==> src/rtl/pixel_pkg.sv <==
// Shared constants for the pixel filter: pixel width, kernel mode encodings, smooth-sum width.
package pixel_pkg;

  localparam int unsigned PIX_W = 8;
  localparam int unsigned SUM_W = 10;

  localparam logic [PIX_W-1:0] PIX_MAX = 8'd255;

  localparam logic [1:0] MODE_PASS   = 2'b00;
  localparam logic [1:0] MODE_INV    = 2'b01;
  localparam logic [1:0] MODE_THR    = 2'b10;
  localparam logic [1:0] MODE_SMOOTH = 2'b11;

endpackage

==> src/rtl/pixel_filter_row_tap3.sv <==
// Row tap registers (x-1, x-2) with edge replication at row start, plus the 1-2-1 smooth kernel.
module row_tap3
  import pixel_pkg::*;
(
  input  logic             clk,
  input  logic             reset,
  input  logic             pix_valid,
  input  logic             row_start,
  input  logic [PIX_W-1:0] pix_in,
  output logic [PIX_W-1:0] smooth_c
);

  logic [PIX_W-1:0] p1_q, p1_d;
  logic [PIX_W-1:0] p2_q, p2_d;
  logic [PIX_W-1:0] p1_c, p2_c;
  logic [SUM_W-1:0] sum_c;

  // At row start both taps replicate the current pixel; shifting that value into p2
  // also makes x==1 see p2==p1 without a separate case.
  always_comb begin
    p1_c = row_start ? pix_in : p1_q;
    p2_c = row_start ? pix_in : p2_q;
    p1_d = p1_q;
    p2_d = p2_q;
    if (pix_valid) begin
      p1_d = pix_in;
      p2_d = p1_c;
    end
    sum_c    = SUM_W'(p2_c) + (SUM_W'(p1_c) << 1) + SUM_W'(pix_in);
    smooth_c = sum_c[SUM_W-1:2];
  end

  always_ff @(posedge clk or posedge reset) begin
    if (reset) begin
      p1_q <= '0;
      p2_q <= '0;
    end else begin
      p1_q <= p1_d;
      p2_q <= p2_d;
    end
  end

endmodule

==> src/rtl/pixel_filter.sv <==
// Per-pixel filter between RX drain and TX FIFO: point/3-tap kernels, position tracking,
// one-entry hold buffer for TX backpressure. Optional checksum port: PIXEL_FILTER_CHECKSUM_EN.
module pixel_filter
  import pixel_pkg::*;
#(
  parameter int unsigned IMG_W = 64,
  parameter int unsigned IMG_H = 64
) (
  input  logic             clk,
  input  logic             reset,
  input  logic             pix_valid,
  input  logic [PIX_W-1:0] pix_in,
  input  logic [1:0]       mode,
  input  logic [PIX_W-1:0] thresh,
  input  logic             tx_full,
  output logic             wr_uart,
  output logic [PIX_W-1:0] w_data,
  output logic             frame_done,
  output logic             overflow,
  output logic             busy
`ifdef PIXEL_FILTER_CHECKSUM_EN
  ,
  output logic [15:0]      checksum
`endif
);

  localparam int unsigned XW = $clog2(IMG_W);
  localparam int unsigned YW = (IMG_H > 1) ? $clog2(IMG_H) : 1;
  localparam logic [XW-1:0] X_LAST = XW'(IMG_W - 1);
  localparam logic [YW-1:0] Y_LAST = YW'(IMG_H - 1);

  logic [XW-1:0]    x_q, x_d;
  logic [YW-1:0]    y_q, y_d;
  logic [1:0]       mode_q, mode_d;
  logic             hold_vld_q, hold_vld_d;
  logic [PIX_W-1:0] hold_q, hold_d;
  logic             wr_q, wr_d;
  logic [PIX_W-1:0] wdata_q, wdata_d;
  logic             fd_q, fd_d;
  logic             ovf_q, ovf_d;
  logic             busy_q, busy_d;

  logic             frame_start_c;
  logic             row_start_c;
  logic [1:0]       eff_mode_c;
  logic [PIX_W-1:0] smooth_c;
  logic [PIX_W-1:0] kernel_c;

  row_tap3 u_tap (
    .clk       (clk),
    .reset     (reset),
    .pix_valid (pix_valid),
    .row_start (row_start_c),
    .pix_in    (pix_in),
    .smooth_c  (smooth_c)
  );

  // Kernel select; the first pixel of a frame uses the live mode it is latching.
  always_comb begin
    frame_start_c = (x_q == '0) && (y_q == '0);
    row_start_c   = (x_q == '0);
    eff_mode_c    = frame_start_c ? mode : mode_q;
    kernel_c      = pix_in;
    case (eff_mode_c)
      MODE_PASS:   kernel_c = pix_in;
      MODE_INV:    kernel_c = PIX_MAX - pix_in;
      MODE_THR:    kernel_c = (pix_in >= thresh) ? PIX_MAX : '0;
      MODE_SMOOTH: kernel_c = smooth_c;
      default:     kernel_c = pix_in;
    endcase
  end

  // Position counters, mode latch, hold buffer and TX handshake.
  always_comb begin
    x_d        = x_q;
    y_d        = y_q;
    mode_d     = mode_q;
    hold_vld_d = hold_vld_q;
    hold_d     = hold_q;
    wr_d       = 1'b0;
    wdata_d    = wdata_q;
    fd_d       = 1'b0;
    ovf_d      = ovf_q;

    if (pix_valid) begin
      if (frame_start_c) begin
        mode_d = mode;
      end
      if (x_q == X_LAST) begin
        x_d = '0;
        if (y_q == Y_LAST) begin
          y_d  = '0;
          fd_d = 1'b1;
        end else begin
          y_d = y_q + YW'(1);
        end
      end else begin
        x_d = x_q + XW'(1);
      end
    end

    // The held pixel always drains before a new one; a new one behind a stuck hold is lost.
    if (hold_vld_q) begin
      if (!tx_full) begin
        wr_d       = 1'b1;
        wdata_d    = hold_q;
        hold_vld_d = pix_valid;
        if (pix_valid) begin
          hold_d = kernel_c;
        end
      end else if (pix_valid) begin
        ovf_d = 1'b1;
      end
    end else if (pix_valid) begin
      if (!tx_full) begin
        wr_d    = 1'b1;
        wdata_d = kernel_c;
      end else begin
        hold_vld_d = 1'b1;
        hold_d     = kernel_c;
      end
    end

    busy_d = (x_d != '0) || (y_d != '0) || hold_vld_d;
  end

  always_ff @(posedge clk or posedge reset) begin
    if (reset) begin
      x_q        <= '0;
      y_q        <= '0;
      mode_q     <= MODE_PASS;
      hold_vld_q <= 1'b0;
      hold_q     <= '0;
      wr_q       <= 1'b0;
      wdata_q    <= '0;
      fd_q       <= 1'b0;
      ovf_q      <= 1'b0;
      busy_q     <= 1'b0;
    end else begin
      x_q        <= x_d;
      y_q        <= y_d;
      mode_q     <= mode_d;
      hold_vld_q <= hold_vld_d;
      hold_q     <= hold_d;
      wr_q       <= wr_d;
      wdata_q    <= wdata_d;
      fd_q       <= fd_d;
      ovf_q      <= ovf_d;
      busy_q     <= busy_d;
    end
  end

  assign wr_uart    = wr_q;
  assign w_data     = wdata_q;
  assign frame_done = fd_q;
  assign overflow   = ovf_q;
  assign busy       = busy_q;

`ifdef PIXEL_FILTER_CHECKSUM_EN
  logic [15:0] csum_q, csum_d;

  // Running sum of every kernel result, restarted on the first pixel of each frame.
  always_comb begin
    csum_d = csum_q;
    if (pix_valid) begin
      csum_d = frame_start_c ? 16'(kernel_c) : csum_q + 16'(kernel_c);
    end
  end

  always_ff @(posedge clk or posedge reset) begin
    if (reset) begin
      csum_q <= '0;
    end else begin
      csum_q <= csum_d;
    end
  end

  assign checksum = csum_q;
`endif

endmodule

==> config.mk <==
export PLATFORM = sky130hd
export DESIGN_NAME = pixel_filter
export DESIGN_NICKNAME = d
export VERILOG_FILES = /design/src/rtl/pixel_pkg.sv /design/src/rtl/pixel_filter_row_tap3.sv /design/src/rtl/pixel_filter.sv
export SDC_FILE = /design/constraint.sdc
export NUM_CORES = 1
export LEC_CHECK = 0
export BUFFER_PORTS_ARGS = -buffer_cell sky130_fd_sc_hd__buf_2
export CAP_MARGIN = 30
export CORE_MARGIN = 2
export CORE_UTILIZATION = 60
export CTS_CLUSTER_DIAMETER = 40
export DETAILED_ROUTE_END_ITERATION = 8
export PLACE_DENSITY = 0.9
export SLEW_MARGIN = 40
export SYNTH_ARGS = -nofsm -noshare
export SYNTH_HDL_FRONTEND = slang
export SYNTH_SLANG_ARGS = --single-unit
==> constraint.sdc <==
create_clock -name clk -period 5.35 [get_ports clk]
set_input_delay 1.07 -clock clk [delete_from_list [all_inputs] [get_ports clk]]
set_output_delay 1.07 -clock clk [all_outputs]
set_load 0.05 [all_outputs]
==> results.json <==
{
  "worstSkewPairLatency_ns": 0.31,
  "ant_nets": 0,
  "fmax_mhz": 227,
  "synth_seq_area_share_pct": 37.2,
  "ys_top_cells_by_area": "dfrtp_1 37%, mux2i_1 7.0%, ha_1 6.9%, fa_1 4.7%, mux2_2 4.6%",
  "synthDistinctLibCells": 48,
  "grt_pass1_vias": 2675,
  "synthToLayoutAreaGrowth_pct": 9.07,
  "grt_usage_pct": 24.0,
  "finClkSkew_ns": 0.00385,
  "worstSetupStartpointType": "flop",
  "overflow": 0,
  "synthesis.area_um2": 3430,
  "path_max_fanout": 8,
  "async_flop_share_pct": 100,
  "syn-num-nets": 420,
  "wire_per_inst_um": 14.9,
  "fill_cells": 421,
  "cts-root-buf": "clkbuf_8",
  "crit_path_end_kind": "flop",
  "hold_path_class": "reg2reg",
  "hpwl_um": 5170,
  "ys_ff_latch": 51,
  "min_period_ns": 4.40,
  "worstMarginPinSlew_ns": 0.789,
  "rsz0062_at_grt": "no",
  "relSlewSlack_pct": 46.3,
  "cts_buffers": 5,
  "fp-row-count": 27,
  "synth.avg_cell_area_um2": 9.26,
  "hold_depth": 1,
  "routed_wl_um": 6980,
  "synth_top_cell_by_area": "dfrtp_1",
  "max-vdd-ir-drop_mv": 0.304,
  "cts_tree": "done",
  "drv_slew": 0,
  "core_um2": 5510,
  "antenna_cells": 0,
  "drv_cap": 0,
  "post_cts_buffers": 0,
  "crit_path_max_incr_delay_ns": 0.50,
  "antenna_found_initial": 0,
  "cts.sinks": 51,
  "cts_resized": 0,
  "power.density_nw_per_um2": 476,
  "synth_edf_count": 0,
  "grt_max_degree": 52,
  "drc": 0,
  "finalHoldViolCount": 0,
  "drive_above_1_share_pct": 16.1,
  "worstPathArrival_ns": 4.59,
  "layout.nets": 446,
  "dieWidth_um": 79.7,
  "dr.first_iter.drc_count": 148,
  "cts-htree-levels": 2,
  "grt_pass1_wl_um": 11900,
  "clkSlewWorstSetupHoldPaths_ns": 0.09,
  "first_pass_iters": 6,
  "die_area_um2": 6350,
  "die_h_um": 79.7,
  "outcome": "completed",
  "dr_total_vias": 2782,
  "setup-violations-final": 0,
  "cpLargestDelayFamily": "simple AND/OR/NAND/NOR gates",
  "holdWs_ns": 0.480,
  "critPathSlowestCell": "or4b_4",
  "cp.buffers_inverters": 1,
  "start_util_pct": 62.4,
  "cts-hold-fix-buffers": 0,
  "criticalPathCategory": "reg2reg",
  "path_cells": "inv_1 -> ha_1 -> or4b_4 -> nor2_1 -> mux2_2 -> fa_1 -> and2_1 -> and2_1 -> fa_1 -> a211oi_1 -> or4b_2 -> o2111a_1 -> mux2i_1 -> mux2i_1 -> o21ai_1",
  "required_ns": 5.54,
  "ys.flop_type": "dfrtp_1",
  "io_buffer_count": 33,
  "setup-tns-final_ns": 0,
  "crit_cells": 15,
  "final_core_util_pct": 68.0,
  "vias_per_cell": 5.92,
  "yosys_warnings": 0,
  "clk_path_buf_depth": 2,
  "power.leakage_nw": 1.71,
  "gp_congestion": 0.945,
  "power_w": 0.00178,
  "ff2ff_path_depth": 15,
  "pin_count": 34,
  "yosysTopAreaCellShare_pct": 37.2,
  "period_share_pct": 82.3,
  "netlist_instances": 371
}
[cell type report]
class	instances	area (um^2)	share of cell area, %
Clock buffer	7	96.3	2.57
Clock inverter	1	7.51	0.200
Sequential cell	51	1280	34.1
Timing Repair Buffer	34	173	4.61
Multi-Input combinational cell	267	1960	52.3
Tap cell	72	90.1	2.40
Inverter	38	145	3.87
[cell families (layout without fill, tap and decap cells)]
family	Yosys count	in the layout	synth area share, %
fa+ha+maj	27	27	11.6
buf+inv	53	80	5.94
xor+xnor	20	20	5.10
mux	39	39	12.0
flops	51	51	37.2
compound gates	81	81	13.8
simple gates	100	100	14.5
[per-layer routing]
metal  GRT usage (%)  vias up  part of all wire, %
met5               0        -                    0
met2            39.7      132                   48
met1            30.5     1300                   42
li1                -     1331                    -
met3            4.98       19                  7.9
met4            10.0        0                  2.3
[power by group]
part           total, W  internal, W  switching [W]
clock          0.000248     0.000118       0.000130
sequential     0.000588     0.000493      0.0000955
combinational  0.000947     0.000371       0.000576
[flip-flops by register name, summed over array words and instances (netlist names)]
register,cells
x_q,6
w_data,8
wr_uart,1
mode_q,2
hold_q,8
frame_done,1
hold_vld_q,1
busy,1
u_tap.p1_q,8
overflow,1
y_q,6
u_tap.p2_q,8
[layout by cell type, fill, tap and decap left out, types with 2 or more instances in the layout]
cell type and instances:
a21oi_1 25, mux2i_2 2, a211oi_1 2, inv_1 37, mux2_2 14, xor2_1 3, o211ai_1 3, nand3_1 6
nor3_1 7, nand2_1 30, and2_1 4, xnor2_1 17, clkbuf_8 7, fa_1 8, o22ai_1 2, a31oi_1 9
ha_1 19, dfrtp_1 51, o21ai_1 7, and3_1 8, nor2_1 28, mux2i_1 23, o21ai_0 22, nor3b_1 2
nand2b_1 3, or3_1 3, nand4_1 2, buf_2 33
[through the flow]
stage,area (um^2),setup WS (ns),cells
2_1_floorplan,3430,0.876,371
3_3_place_gp,3640,1.23,462
3_5_place_dp,3640,1.14,462
4_1_cts,3750,0.980,470
5_1_grt,3750,0.679,470
6_report,3750,0.946,470
[synthesized netlist by cell type, types with 2 or more instances]
library cell	instances
nor3b_1	2
nand2b_1	3
mux2_2	14
and2_1	4
nand2_1	30
fa_1	8
o22ai_1	2
or3_1	3
a31oi_1	9
and3_1	8
o21ai_0	22
xor2_1	3
nor2_1	28
nand4_1	2
dfrtp_1	51
nand3_1	6
a21oi_1	25
clkbuf_1	10
xnor2_1	17
nor3_1	7
o21ai_1	7
o211ai_1	3
ha_1	19
a211oi_1	2
mux2i_1	24
buf_1	3
inv_1	38
[worst paths after layout]
kind	endpoint	from	slack, ns
setup / recovery	hold_q[5]$_DFFE_PP0P_	x_q[0]$_DFF_PP0_	0.95
hold / removal	overflow$_DFFE_PP0P_	overflow$_DFFE_PP0P_	0.48
setup reg to reg	hold_q[5]$_DFFE_PP0P_	x_q[0]$_DFF_PP0_	0.95
hold reg to reg	overflow$_DFFE_PP0P_	overflow$_DFFE_PP0P_	0.48
max in group asynchronous	hold_q[5]$_DFFE_PP0P_	reset	4.12
min in group asynchronous	hold_q[6]$_DFFE_PP0P_	reset	0.83
Power figures use the tool's default switching activity.
